File: src/rtl/sata_phy_pkg.sv
// Shared constants, TX state encoding and lane helpers
// for the multi-channel SATA PHY interface.
package sata_phy_pkg;

  localparam logic [31:0] ALIGN_DW = 32'h7B4A4ABC;
  localparam logic [7:0]  K28_5    = 8'hBC;
  localparam logic [3:0]  K_BYTE0  = 4'b0001;

  typedef enum logic [1:0] {
    LINKDOWN = 2'd0,
    DATA     = 2'd1,
    AL0      = 2'd2,
    AL1      = 2'd3
  } tx_state_e;

  typedef struct packed {
    logic [31:0] data;
    logic [3:0]  k;
  } rx_word_t;

  // Dword starting at byte lane L of old, continued in cur.
  function automatic logic [31:0] lane_dw(
    input logic [31:0] cur,
    input logic [31:0] old,
    input logic [1:0]  lane
  );
    logic [63:0] cat;
    cat = {cur, old};
    return cat[{1'b0, lane, 3'b000} +: 32];
  endfunction

  function automatic logic [3:0] lane_k(
    input logic [3:0] cur,
    input logic [3:0] old,
    input logic [1:0] lane
  );
    logic [7:0] cat;
    cat = {cur, old};
    return cat[{1'b0, lane} +: 4];
  endfunction

endpackage

File: src/rtl/sata_phy_if_ch.sv
// One SATA channel: TX framing with periodic ALIGN pairs
// and RX comma-lane realignment with slip counting.
module sata_phy_if_ch
  import sata_phy_pkg::*;
#(
  parameter int C_ALIGN_PERIOD  = 256,
  parameter int C_RX_DROP_ALIGN = 1
) (
  input  logic        clk,
  input  logic        rst,
  input  logic        link_up,
  input  logic [31:0] tx_data,
  input  logic        tx_datak,
  output logic        tx_pop,
  output logic [31:0] gtx_txdata,
  output logic [3:0]  gtx_txcharisk,
  input  logic [31:0] gtx_rxdata,
  input  logic [3:0]  gtx_rxcharisk,
  output logic [31:0] rx_data,
  output logic        rx_datak,
  output logic        rx_valid,
  output logic [1:0]  rx_lane,
  output logic [7:0]  rx_slip_cnt
);

  localparam int CW = $clog2(C_ALIGN_PERIOD);
  localparam logic [CW-1:0] LAST = CW'(C_ALIGN_PERIOD - 3);
  localparam logic DROP = (C_RX_DROP_ALIGN != 0);

  tx_state_e   state_q, state_d;
  logic [CW-1:0] cnt_q, cnt_d;
  logic [31:0] txd_q, txd_d;
  logic [3:0]  txk_q, txk_d;

  rx_word_t    d1_q, d1_d;
  logic        link_d1_q, link_d1_d;
  logic [1:0]  lane_q, lane_d;
  logic [7:0]  slip_q, slip_d;
  logic        blank_q, blank_d;
  logic [31:0] rxd_q, rxd_d;
  logic        rxk_q, rxk_d;
  logic        rxv_q, rxv_d;

  logic        k_onehot;
  logic [1:0]  k_lane;
  logic        comma_hit;
  logic        slip;
  logic [31:0] al_data;
  logic [3:0]  al_k;
  logic        is_align;

  always_comb begin
    state_d = state_q;
    cnt_d   = cnt_q;
    txd_d   = ALIGN_DW;
    txk_d   = K_BYTE0;
    tx_pop  = (state_q == DATA);
    unique case (state_q)
      LINKDOWN: begin
        cnt_d = '0;
        if (link_up) state_d = DATA;
      end
      DATA: begin
        txd_d = tx_data;
        txk_d = tx_datak ? K_BYTE0 : 4'b0000;
        cnt_d = cnt_q + 1'b1;
        if (cnt_q == LAST) state_d = AL0;
      end
      AL0: state_d = AL1;
      AL1: begin
        cnt_d   = '0;
        state_d = DATA;
      end
      default: state_d = LINKDOWN;
    endcase
    // Link loss wins over any framing step.
    if (!link_up) state_d = LINKDOWN;
  end

  always_comb begin
    k_onehot = 1'b1;
    k_lane   = 2'd0;
    unique case (1'b1)
      gtx_rxcharisk == 4'b0001: k_lane = 2'd0;
      gtx_rxcharisk == 4'b0010: k_lane = 2'd1;
      gtx_rxcharisk == 4'b0100: k_lane = 2'd2;
      gtx_rxcharisk == 4'b1000: k_lane = 2'd3;
      default: k_onehot = 1'b0;
    endcase
  end

  always_comb begin
    comma_hit = k_onehot &&
      (gtx_rxdata[{k_lane, 3'b000} +: 8] == K28_5);
    slip      = comma_hit && (k_lane != lane_q);
    lane_d    = slip ? k_lane : lane_q;
    slip_d    = slip_q;
    if (slip && (slip_q != 8'hFF)) slip_d = slip_q + 8'd1;
    blank_d   = slip;
    d1_d      = '{data: gtx_rxdata, k: gtx_rxcharisk};
    link_d1_d = link_up;
    al_data   = lane_dw(gtx_rxdata, d1_q.data, lane_q);
    al_k      = lane_k(gtx_rxcharisk, d1_q.k, lane_q);
    is_align  = (al_data == ALIGN_DW) && (al_k == K_BYTE0);
    rxd_d     = al_data;
    rxk_d     = al_k[0];
    // Blank the output formed across a lane change.
    rxv_d     = link_d1_q && !slip && !blank_q &&
                !(DROP && is_align);
  end

  always_ff @(posedge clk) begin
    if (rst) begin
      state_q   <= LINKDOWN;
      cnt_q     <= '0;
      txd_q     <= ALIGN_DW;
      txk_q     <= K_BYTE0;
      d1_q      <= '0;
      link_d1_q <= 1'b0;
      lane_q    <= 2'd0;
      slip_q    <= 8'd0;
      blank_q   <= 1'b0;
      rxd_q     <= 32'd0;
      rxk_q     <= 1'b0;
      rxv_q     <= 1'b0;
    end else begin
      state_q   <= state_d;
      cnt_q     <= cnt_d;
      txd_q     <= txd_d;
      txk_q     <= txk_d;
      d1_q      <= d1_d;
      link_d1_q <= link_d1_d;
      lane_q    <= lane_d;
      slip_q    <= slip_d;
      blank_q   <= blank_d;
      rxd_q     <= rxd_d;
      rxk_q     <= rxk_d;
      rxv_q     <= rxv_d;
    end
  end

  assign gtx_txdata    = txd_q;
  assign gtx_txcharisk = txk_q;
  assign rx_data       = rxd_q;
  assign rx_datak      = rxk_q;
  assign rx_valid      = rxv_q;
  assign rx_lane       = lane_q;
  assign rx_slip_cnt   = slip_q;

endmodule

File: src/rtl/sata_phy_if_mc.sv
// Multi-channel SATA PHY interface: one independent
// channel instance per SATA port on a shared PHY clock.
module sata_phy_if_mc
  import sata_phy_pkg::*;
#(
  parameter int C_NUM_CH        = 2,
  parameter int C_ALIGN_PERIOD  = 256,
  parameter int C_RX_DROP_ALIGN = 1
) (
  input  logic                  phyclk,
  input  logic                  phyreset,
  input  logic [C_NUM_CH-1:0]   ch_reset,
  input  logic [C_NUM_CH-1:0]   link_up,
  input  logic [32*C_NUM_CH-1:0] tx_data,
  input  logic [C_NUM_CH-1:0]   tx_datak,
  output logic [C_NUM_CH-1:0]   tx_pop,
  output logic [32*C_NUM_CH-1:0] gtx_txdata,
  output logic [4*C_NUM_CH-1:0] gtx_txcharisk,
  input  logic [32*C_NUM_CH-1:0] gtx_rxdata,
  input  logic [4*C_NUM_CH-1:0] gtx_rxcharisk,
  output logic [32*C_NUM_CH-1:0] rx_data,
  output logic [C_NUM_CH-1:0]   rx_datak,
  output logic [C_NUM_CH-1:0]   rx_valid,
  output logic [2*C_NUM_CH-1:0] rx_lane,
  output logic [8*C_NUM_CH-1:0] rx_slip_cnt
);

  for (genvar g = 0; g < C_NUM_CH; g++) begin : g_ch
    logic ch_rst;
    assign ch_rst = phyreset | ch_reset[g];

    sata_phy_if_ch #(
      .C_ALIGN_PERIOD  (C_ALIGN_PERIOD),
      .C_RX_DROP_ALIGN (C_RX_DROP_ALIGN)
    ) u_ch (
      .clk           (phyclk),
      .rst           (ch_rst),
      .link_up       (link_up[g]),
      .tx_data       (tx_data[32*g +: 32]),
      .tx_datak      (tx_datak[g]),
      .tx_pop        (tx_pop[g]),
      .gtx_txdata    (gtx_txdata[32*g +: 32]),
      .gtx_txcharisk (gtx_txcharisk[4*g +: 4]),
      .gtx_rxdata    (gtx_rxdata[32*g +: 32]),
      .gtx_rxcharisk (gtx_rxcharisk[4*g +: 4]),
      .rx_data       (rx_data[32*g +: 32]),
      .rx_datak      (rx_datak[g]),
      .rx_valid      (rx_valid[g]),
      .rx_lane       (rx_lane[2*g +: 2]),
      .rx_slip_cnt   (rx_slip_cnt[8*g +: 8])
    );
  end

endmodule

File: config.mk
export PLATFORM = sky130hd
export DESIGN_NAME = sata_phy_if_mc
export DESIGN_NICKNAME = d
export VERILOG_FILES = /design/src/rtl/sata_phy_pkg.sv /design/src/rtl/sata_phy_if_ch.sv /design/src/rtl/sata_phy_if_mc.sv
export SDC_FILE = /design/constraint.sdc
export NUM_CORES = 1
export LEC_CHECK = 0
export ABC_AREA = 1
export CAP_MARGIN = 0
export CORE_MARGIN = 4
export CORE_UTILIZATION = 47
export DETAILED_ROUTE_END_ITERATION = 6
export PLACE_DENSITY_LB_ADDON = 0.05
export SYNTH_ARGS = -nofsm -noshare
export SYNTH_HDL_FRONTEND = slang
export SYNTH_SLANG_ARGS = --single-unit
File: constraint.sdc
create_clock -name phyclk -period 2.2 [get_ports phyclk]
set_input_delay 0.44 -clock phyclk [delete_from_list [all_inputs] [get_ports phyclk]]
set_output_delay 0.44 -clock phyclk [all_outputs]
set_load 0.05 [all_outputs]
# Word level (Yosys, flattened, before mapping)
# Index checks and enable logic that the tools add are counted.
# W data, S select, Z words.
[classes]
n_addsub = 4
n_eq_ne = 28
shifts = 6
n_mux = 12
bitwise = 6
n_reduce_logical = 32
[ops]
columns = ["operator", "n"]
rows = [
  ["$shiftx A64 B6 Y32", 2],
  ["$eq A32 B31 Y1 const B", 2],
  ["$shiftx A32 B6 Y8", 2],
  ["$add A8 B1 Y8 const B", 4],
  ["$eq A8 B8 Y1 const B", 4],
  ["$pmux W8 S2", 2],
  ["$pmux W2 S3", 4],
  ["$eq A4 B1 Y1 const B", 4],
  ["$ne A8 B8 Y1 const B", 2],
  ["$shiftx A8 B3 Y4", 2],
  ["$logic_and A1 B1 Y1", 14],
  ["$reduce_or A2 Y1", 6],
  ["$eq A2 B2 Y1 const B", 4],
  ["$eq A4 B2 Y1 const B", 2],
  ["$eq A4 B3 Y1 const B", 2],
  ["$eq A4 B4 Y1 const B", 2],
  ["$reduce_or A4 Y1", 2],
  ["$logic_not A1 Y1", 6],
  ["$eq A2 B1 Y1 const B", 2],
  ["$logic_not A2 Y1", 2],
  ["$mux W1", 4],
  ["$mux W2", 2],
  ["$ne A2 B2 Y1", 2],
  ["$ne A2 B2 Y1 const B", 2],
  ["3 further kinds", 8],
]
[word_totals]
register_bits = 256
input_bits = 144
output_inout_bits = 162
wordCells = 114

# Logic depth before layout (Yosys ltp)
# Gate-level depths: netlist (run 1).
[logic_depth]
depth_word = 10
ltp_mapped = 13
ltp_nobuf = 13

# Hierarchy
# From an unflattened synthesis (run 1), not the netlist that was laid out.
[hier_totals]
hier_cells = 1427
area_unflattened_um2 = 10364.9
[modules_own_cells]
columns = ["mod", "n_inst", "cells_per_inst", "area_per_inst_um2", "seq_area_each_um2"]
rows = [
  ["sata_phy_if_ch at g_ch[1].u_ch", 1, 720, 5250.0, 2502.4],
  ["sata_phy_if_ch at g_ch[0].u_ch", 1, 702, 5096.1, 2502.4],
  ["sata_phy_if_mc", 1, 5, 18.8, 0.0],
]

# Least setup slack after synthesis (run 1)
# No wires, ideal clock.
[synth_timing]
kind = "register -> register"
from = "reg g_ch[1].u_ch.slip_q[0]"
to = "reg g_ch[1].u_ch.slip_q[0]"
setup_ps = 141
arrival_ps = 1809
t_required_ps = 2059
path_slack_ps = 250
stages_incl_launch_ff = 10
period_less_slack_ps = 1950
path_cell_list = "dfxtp_1 -> ha_1 -> nand2_1 -> nor3_2 -> nand2_1 -> nor2_1 -> nor2_4 -> buf_6 -> o21ai_1 -> a21oi_2"
[synth_between]
elab_chain_len = 2
elab_cells_between_ends = 3
classes_between = "add/sub: 1; eq/ne: 1; reduce/logical: 1"
[synth_lines]
columns = ["element", "line", "source"]
rows = [
  ["start, declared", "sata_phy_if_ch.sv:38", "logic [7:0] slip_q, slip_d;"],
  ["start signal, assigned", "sata_phy_if_ch.sv:134", "slip_q <= slip_d;"],
  ["parallel branches: the longest is 2 deep, another holds $add A8 B1 Y8", "-", ""],
]
# Several ways; the timed one is not identified.
# A chain may end at the register's enable or synchronous reset.

# Worst setup path in the final report (run 1)
[layout_timing]
from = "reg g_ch[0].u_ch.rxd_q[25]"
to = "out rx_data[25]"
[layout_rtl]
columns = ["element", "line", "source"]
rows = [
  ["start, declared", "sata_phy_if_ch.sv:40", "logic [31:0] rxd_q, rxd_d;"],
  ["start signal, assigned", "sata_phy_if_ch.sv:136", "rxd_q <= rxd_d;"],
  ["end, declared", "sata_phy_if_mc.sv:21", "output logic [32*C_NUM_CH-1:0] rx_data,"],
]
# No word-level cell between the ends.

==> results of run 1 <==
## final cells by class
class / count / share of cell area
well taps: 275 / 0.0232
multi-input cells: 881 / 0.279
clock buffers: 33 / 0.0490
inverters: 197 / 0.0501
flip-flops and latches: 250 / 0.337
repair buffers: 364 / 0.243
clock inverters: 16 / 0.0191
## cells by family (layout without fill, tap and decap cells)
kind of cell	count (synthesis)	in the layout	share of synthesized area
other cells	1	6	0.000365
buf+inv	270	610	0.112
xor+xnor	4	4	0.00341
fa+ha+maj	12	12	0.0146
flops	250	250	0.487
simple gates	678	678	0.286
compound gates	181	181	0.0973
## worst paths after layout
check                                               from                    endpoint  slack [ns]  cells past startpoint
worst max-delay path            g_ch[0].u_ch.rx_data[25]                 rx_data[25]        0.07                      1
worst min-delay path                          tx_data[8]  g_ch[0].u_ch.gtx_txdata[8]        0.43                      3
worst max register to register   g_ch[1].u_ch.rx_lane[0]       g_ch[1].u_ch.rx_valid        0.19                      8
worst min register to register     g_ch[0].u_ch.cnt_q[7]       g_ch[0].u_ch.cnt_q[7]        0.46                      2
## metrics by stage
stage | hold WS (ns) | utilization | total power (W) | setup TNS (ns) | cells
2_1_floorplan | 0.427 | - | 0.00529 | 0 | 1401
3_3_place_gp | 0.453 | 0.650 | 0.00583 | -0.884 | 1967
3_5_place_dp | 0.459 | 0.650 | 0.00584 | -1.04 | 1967
4_1_cts | 0.409 | 0.697 | 0.0109 | 0 | 2016
5_1_grt | 0.435 | 0.698 | 0.0112 | 0 | 2016
6_report | 0.434 | 0.698 | 0.0108 | 0 | 2016
## registers in the layout (all words and copies together) (netlist names), 4 cells and up
signal,cells
g_ch.u_ch.rx_slip_cnt,16
g_ch.u_ch.rx_lane,4
g_ch.u_ch.gtx_txdata,64
g_ch.u_ch.cnt_q,16
g_ch.u_ch.rx_data,64
g_ch.u_ch.d1_q,72
g_ch.u_ch.state_q,4
## metal layers
metal / GRT usage / up-vias / part of all wire
met3: 0.0644 / 51 / 0.11
met4: 0.0550 / 0 / 0.022
met1: 0.312 / 4406 / 0.42
met5: 0 / - / 0
met2: 0.393 / 448 / 0.45
li1: - / 4959 / -
## power breakdown
group | internal (W) | switching (W)
sequential | 0.00462 | 0.0000399
clock | 0.00328 | 0.00177
combinational | 0.000483 | 0.000597
## layout by cell type (no fill, tap or decap), drive strengths merged, types with 8 or more instances in the layout
| cell | synthesis | routed |
|---|---|---|
| nor2 | 275 | 275 |
| clkdlybuf4s50 | 0 | 274 |
| dfxtp | 250 | 250 |
| nand2 | 249 | 249 |
| inv | 197 | 198 |
| o21ai | 104 | 104 |
| buf | 47 | 74 |
| nand3 | 70 | 70 |
| a21oi | 43 | 43 |
| or2 | 40 | 40 |
| clkbuf | 26 | 33 |
| o21a | 19 | 19 |
| nand4 | 19 | 19 |
| nor3 | 19 | 19 |
| ha | 12 | 12 |
| dlygate4sd2 | 0 | 10 |
| bufinv | 0 | 8 |
## repair_timing
action,in CTS,in global routing
cloned,0,0
resized for setup,10,8
endpoints found under the setup margin,10,7
hold buffers,0,0
==> metrics, run 1 <==
cells after synthesis about 1400; status finished, final reports clean; Top-Level Pins 306; DRC 0; post-CTS setup buffers 0; nets@finish around 1900; endpoints failing setup 0; Cell Rows 53; DP HPWL about 23000 um; crit path buf inv count 1; VDD IR max approximately 0.00054 V; H-tree Lvls 1; die width approximately 160 um; Fillers ~1800; CTS root buf clkbuf_16; mapped cell area between 10000 and 15000 um2; Worst Setup Slack, final 0.0693 ns; share of the synthesized area in the top cell type 0.487; static leakage 6.54 nW; post-place setup slack -0.172 ns; sequential share of the synthesized area 0.487; largest net degree at the start of global routing 73; max_slew headroom 0.569; FMAX approximately 470 MHz; DR vias/cell slightly below 5; Most used DFF post-synth dfxtp_1; vias in the first global route ~9400; port bufs roughly 300; critical path's largest stage delay 0.82 ns; share of cells above drive strength 1 0.113; final instance area approximately 15000 um2; drt pass-1 iters 5; Syn Area/Cell between 7 and 8 um2; worst path cell trace clkdlybuf4s50_1; Max Cap Viol 0; synth top area cells dfxtp_1 49%, nor2_1 9.8%, nand2_1 8.8%, inv_1 6.8%, o21ai_0 3.5%; most common cell in the synthesized netlist nor2_1; CTS tree yes; Arr. time, crit path around 1.7 ns; detailed-route wire length per cell about 15 um; register area approximately 5000 um2; area of the multi-input gates a little over 4000 um2; Num Clock Sinks 250; Placer Congestion roughly 0.97; Crit. End Element output pin; critical-path maximum fanout 1; Worst Setup Path Type flop to output pin; dpl cell area 13800 um2; Starting Density 0.483; PwrDens 727 nW/um2; TritonCTS Buffers 27; cell family contributing the most delay on the critical path buffers and inverters; Hold Crit Class primary input to flop; Die Span Y 156 um; Core Area around 21000 um2; post-synthesis sequential element count 250; Synth Warn # 0; EDFF count, synth 0; top post-synthesis cells by count 269 x nor2_1, 250 x dfxtp_1, 242 x nand2_1; clk buf depth 3; Area growth syn-to-layout 44.6%; unrepaired setup endpoints after global routing no; worst clock skew a little under 0.01 ns; DR iter-0 viols 640; DRT Wirelength approximately 30000 um; Slew @ Worst Pin ~0.65 ns; initial antenna violation count 0; latest clock arrival within the worst-skew pair 0.52 ns; crit share post-route 0.969; Final Hold Violating Endpoints 0; die area between 20000 and 25000 um2; grt ovf 0; CP Data Required Time approximately 1.8 ns; final critical delay including setup and external delays 2.13 ns; # diodes 0; first-pass GRT wire length 47700 um; Worst Setup Start Kind flop; Max Slew Vio Count 0; via count between 9000 and 10000; Yosys top cell by area dfxtp_1; asr flop ratio synth 0; clk slew on worst S/H paths 0.06 ns; Crit-path slowest cell clkdlybuf4s50_1; global-route usage over all layers 0.237; Detail Route Antenna Nets 0; Synth cell types 43
Note: power is estimated with default switching activity, not from simulation.
==> inputs of run 2 (changes only) <==
--- a/config.mk
+++ b/config.mk
@@ -6,6 +6,7 @@
 export NUM_CORES = 1
 export LEC_CHECK = 0
 export ABC_AREA = 1
+export ABC_CLOCK_PERIOD_IN_PS = 2200
 export CAP_MARGIN = 0
 export CORE_MARGIN = 4
 export CORE_UTILIZATION = 47
==> results of run 2 <==
Same layout as run 1: the final DEF is identical, and so are final timing and power.
==> inputs of run 3 (changes only) <==
--- a/config.mk
+++ b/config.mk
@@ -8,7 +8,7 @@
 export ABC_AREA = 1
 export ABC_CLOCK_PERIOD_IN_PS = 2200
 export CAP_MARGIN = 0
-export CORE_MARGIN = 4
+export CORE_MARGIN = 2
 export CORE_UTILIZATION = 47
 export DETAILED_ROUTE_END_ITERATION = 6
 export PLACE_DENSITY_LB_ADDON = 0.05
==> run 3 against run 2 <==
Routed wire length fell by 3.8%; cell count is 0.30% higher; clock-buffer cell count grew 7; global-route usage up 0.44 points; non-clock buffer count up 1; flip-flop and latch count did not move; sequential share of layout area increased by 0.21 points; fmax shrank 0.76%; utilization decreased by 1.5 points; clock power down 6.9%; critical path type unchanged; largest cell class unchanged; highest routed layer unchanged.
==> metrics, run 3 (same netlist as run 1, synthesis figures left out) <==
status finished, final reports clean; cell family contributing the most delay on the critical path buffers and inverters; worst clock skew around 0.013 ns; met2 usage 0.387; first-pass GRT wire length 46300 um; initial antenna violation count 0; FMAX around 470 MHz; drt pass-1 iters 5; static leakage roughly 6.5 nW; worst path cell trace clkdlybuf4s50_1; Starting Density 0.475; crit share post-route 0.976; Cell Rows 54; final critical delay including setup and external delays 2.15 ns; Num Clock Sinks between 200 and 300; die width roughly 150 um; critical-path maximum fanout 3; crit path buf inv count 1; commonest non-fill, non-tap cell in the layout clkdlybuf4s50_1; Worst Setup Start Kind flop; Pwr Total ~0.010 W; Max Slew Vio Count 0; clk slew on worst S/H paths 0.06 ns; Crit. End Element output pin; VDD IR max ~0.00066 V; DRC 0; post-CTS setup buffers 0; max_slew headroom 0.558; global-route usage over all layers 0.242; Worst Setup Path Type flop to output pin; reg-to-reg startpoint g_ch[0].u_ch.rx_lane[0]; Fin Setup TNS 0 ns; CP Data Required Time about 1.8 ns; unrepaired setup endpoints after global routing no; met1 Resource Use GR 0.329; detailed-route wire length per cell about 14 um; worst r2r dst g_ch[0].u_ch.rx_valid; critical path's largest stage delay between 0.8 and 0.9 ns; Area growth syn-to-layout 43.8%; port bufs roughly 300; DP HPWL 21800 um; Fillers between 1500 and 2000; R2R Setup Slk 0.17 ns; Hold Crit Class primary input to flop; PwrDens just over 700 nW/um2; Slew @ Worst Pin about 0.66 ns; via count between 9000 and 10000; hold_sp tx_data[52]; Placer Congestion 0.899; Top-Level Pins a little over 300; # diodes 0; Final Hold Violating Endpoints 0; largest net degree at the start of global routing 74; Die Span Y about 150 um; Arr. time, crit path around 1.7 ns; WHS Endpoint g_ch[1].u_ch.gtx_txdata[20]; endpoints failing setup 0; vias in the first global route 9040; CTS root buf clkbuf_16; cell count of the worst reg-to-reg path 10; Hold Worst Slack roughly 0.43 ns; CTS tree yes; most frequent cells in the layout 276 x clkdlybuf4s50_1, 269 x nor2_1, 249 x dfxtp_1; DRT Wirelength between 20000 and 30000 um; H-tree Lvls 1; Core Area approximately 22000 um2; Top reg by flops g_ch.u_ch.d1_q; Max Cap Viol 0; DR iter-0 viols ~720; clk buf depth 3; DR vias/cell ~4.8; GRT met3 Usage 0.0616; most used routing layer met2; depth of the worst hold-timing path 3; max FFs per register 72; latest clock arrival within the worst-skew pair between 0.5 and 0.6 ns; share of cells above drive strength 1 0.111; Detail Route Antenna Nets 0; Crit-path slowest cell clkdlybuf4s50_1; die area about 23000 um2; nets@finish 1878; TritonCTS Buffers 27; grt ovf 0
[run 3: where the power goes]
group          internal (W)  total (W)  switching [W]  leakage, nW
clock               0.00293    0.00471        0.00178        0.461
combinational      0.000479    0.00107       0.000595         3.98
sequential          0.00462    0.00466      0.0000400         2.03
[run 3: what timing repair did]
action                     CTS  global route
hold buffers                 0             0
setup endpoints to repair    9             6
resized for setup            9             8
cloned                       0             0
[run 3: how the worst max path moves through the flow]
stage,cells past startpoint,to,from
final,1,rx_slip_cnt[13],g_ch[1].u_ch.rx_slip_cnt[5]
after floorplan,9,g_ch[1].u_ch.rx_slip_cnt[0],g_ch[1].u_ch.rx_slip_cnt[0]
after global placement,11,g_ch[1].u_ch.rx_slip_cnt[5],gtx_rxcharisk[6]
after detailed placement,12,g_ch[1].u_ch.rx_slip_cnt[5],gtx_rxcharisk[6]
after CTS,1,rx_slip_cnt[4],g_ch[0].u_ch.rx_slip_cnt[4]
after global routing,1,rx_slip_cnt[13],g_ch[1].u_ch.rx_slip_cnt[5]
[run 3: final cells by class]
cell class / instances / area [um2] / area share
timing repair buffer: 365 / 3590 / 0.243
sequential: 250 / 5010 / 0.339
clock inverter: 9 / 153 / 0.0103
multi-input combinational: 881 / 4140 / 0.280
clock buffer: 40 / 785 / 0.0531
tap: 280 / 350 / 0.0237
inverter: 197 / 744 / 0.0504
[run 3: per-stage QoR]
stage / util / instance area [um2] / instances / worst slack, ns
after floorplan: - / 10300 / 1401 / 0.250
after global placement: 0.640 / 13800 / 1973 / -0.123
after detailed placement: 0.640 / 13800 / 1973 / -0.153
after CTS: 0.683 / 14800 / 2022 / 0.000427
after global routing: 0.683 / 14800 / 2022 / 0.00148
final: 0.683 / 14800 / 2022 / 0.0530
[run 3: layer usage]
layer	share of wire	vias up
li1	-	4954
met4	0.023	0
met1	0.45	4352
met3	0.087	47
met2	0.44	390
met5	0	-
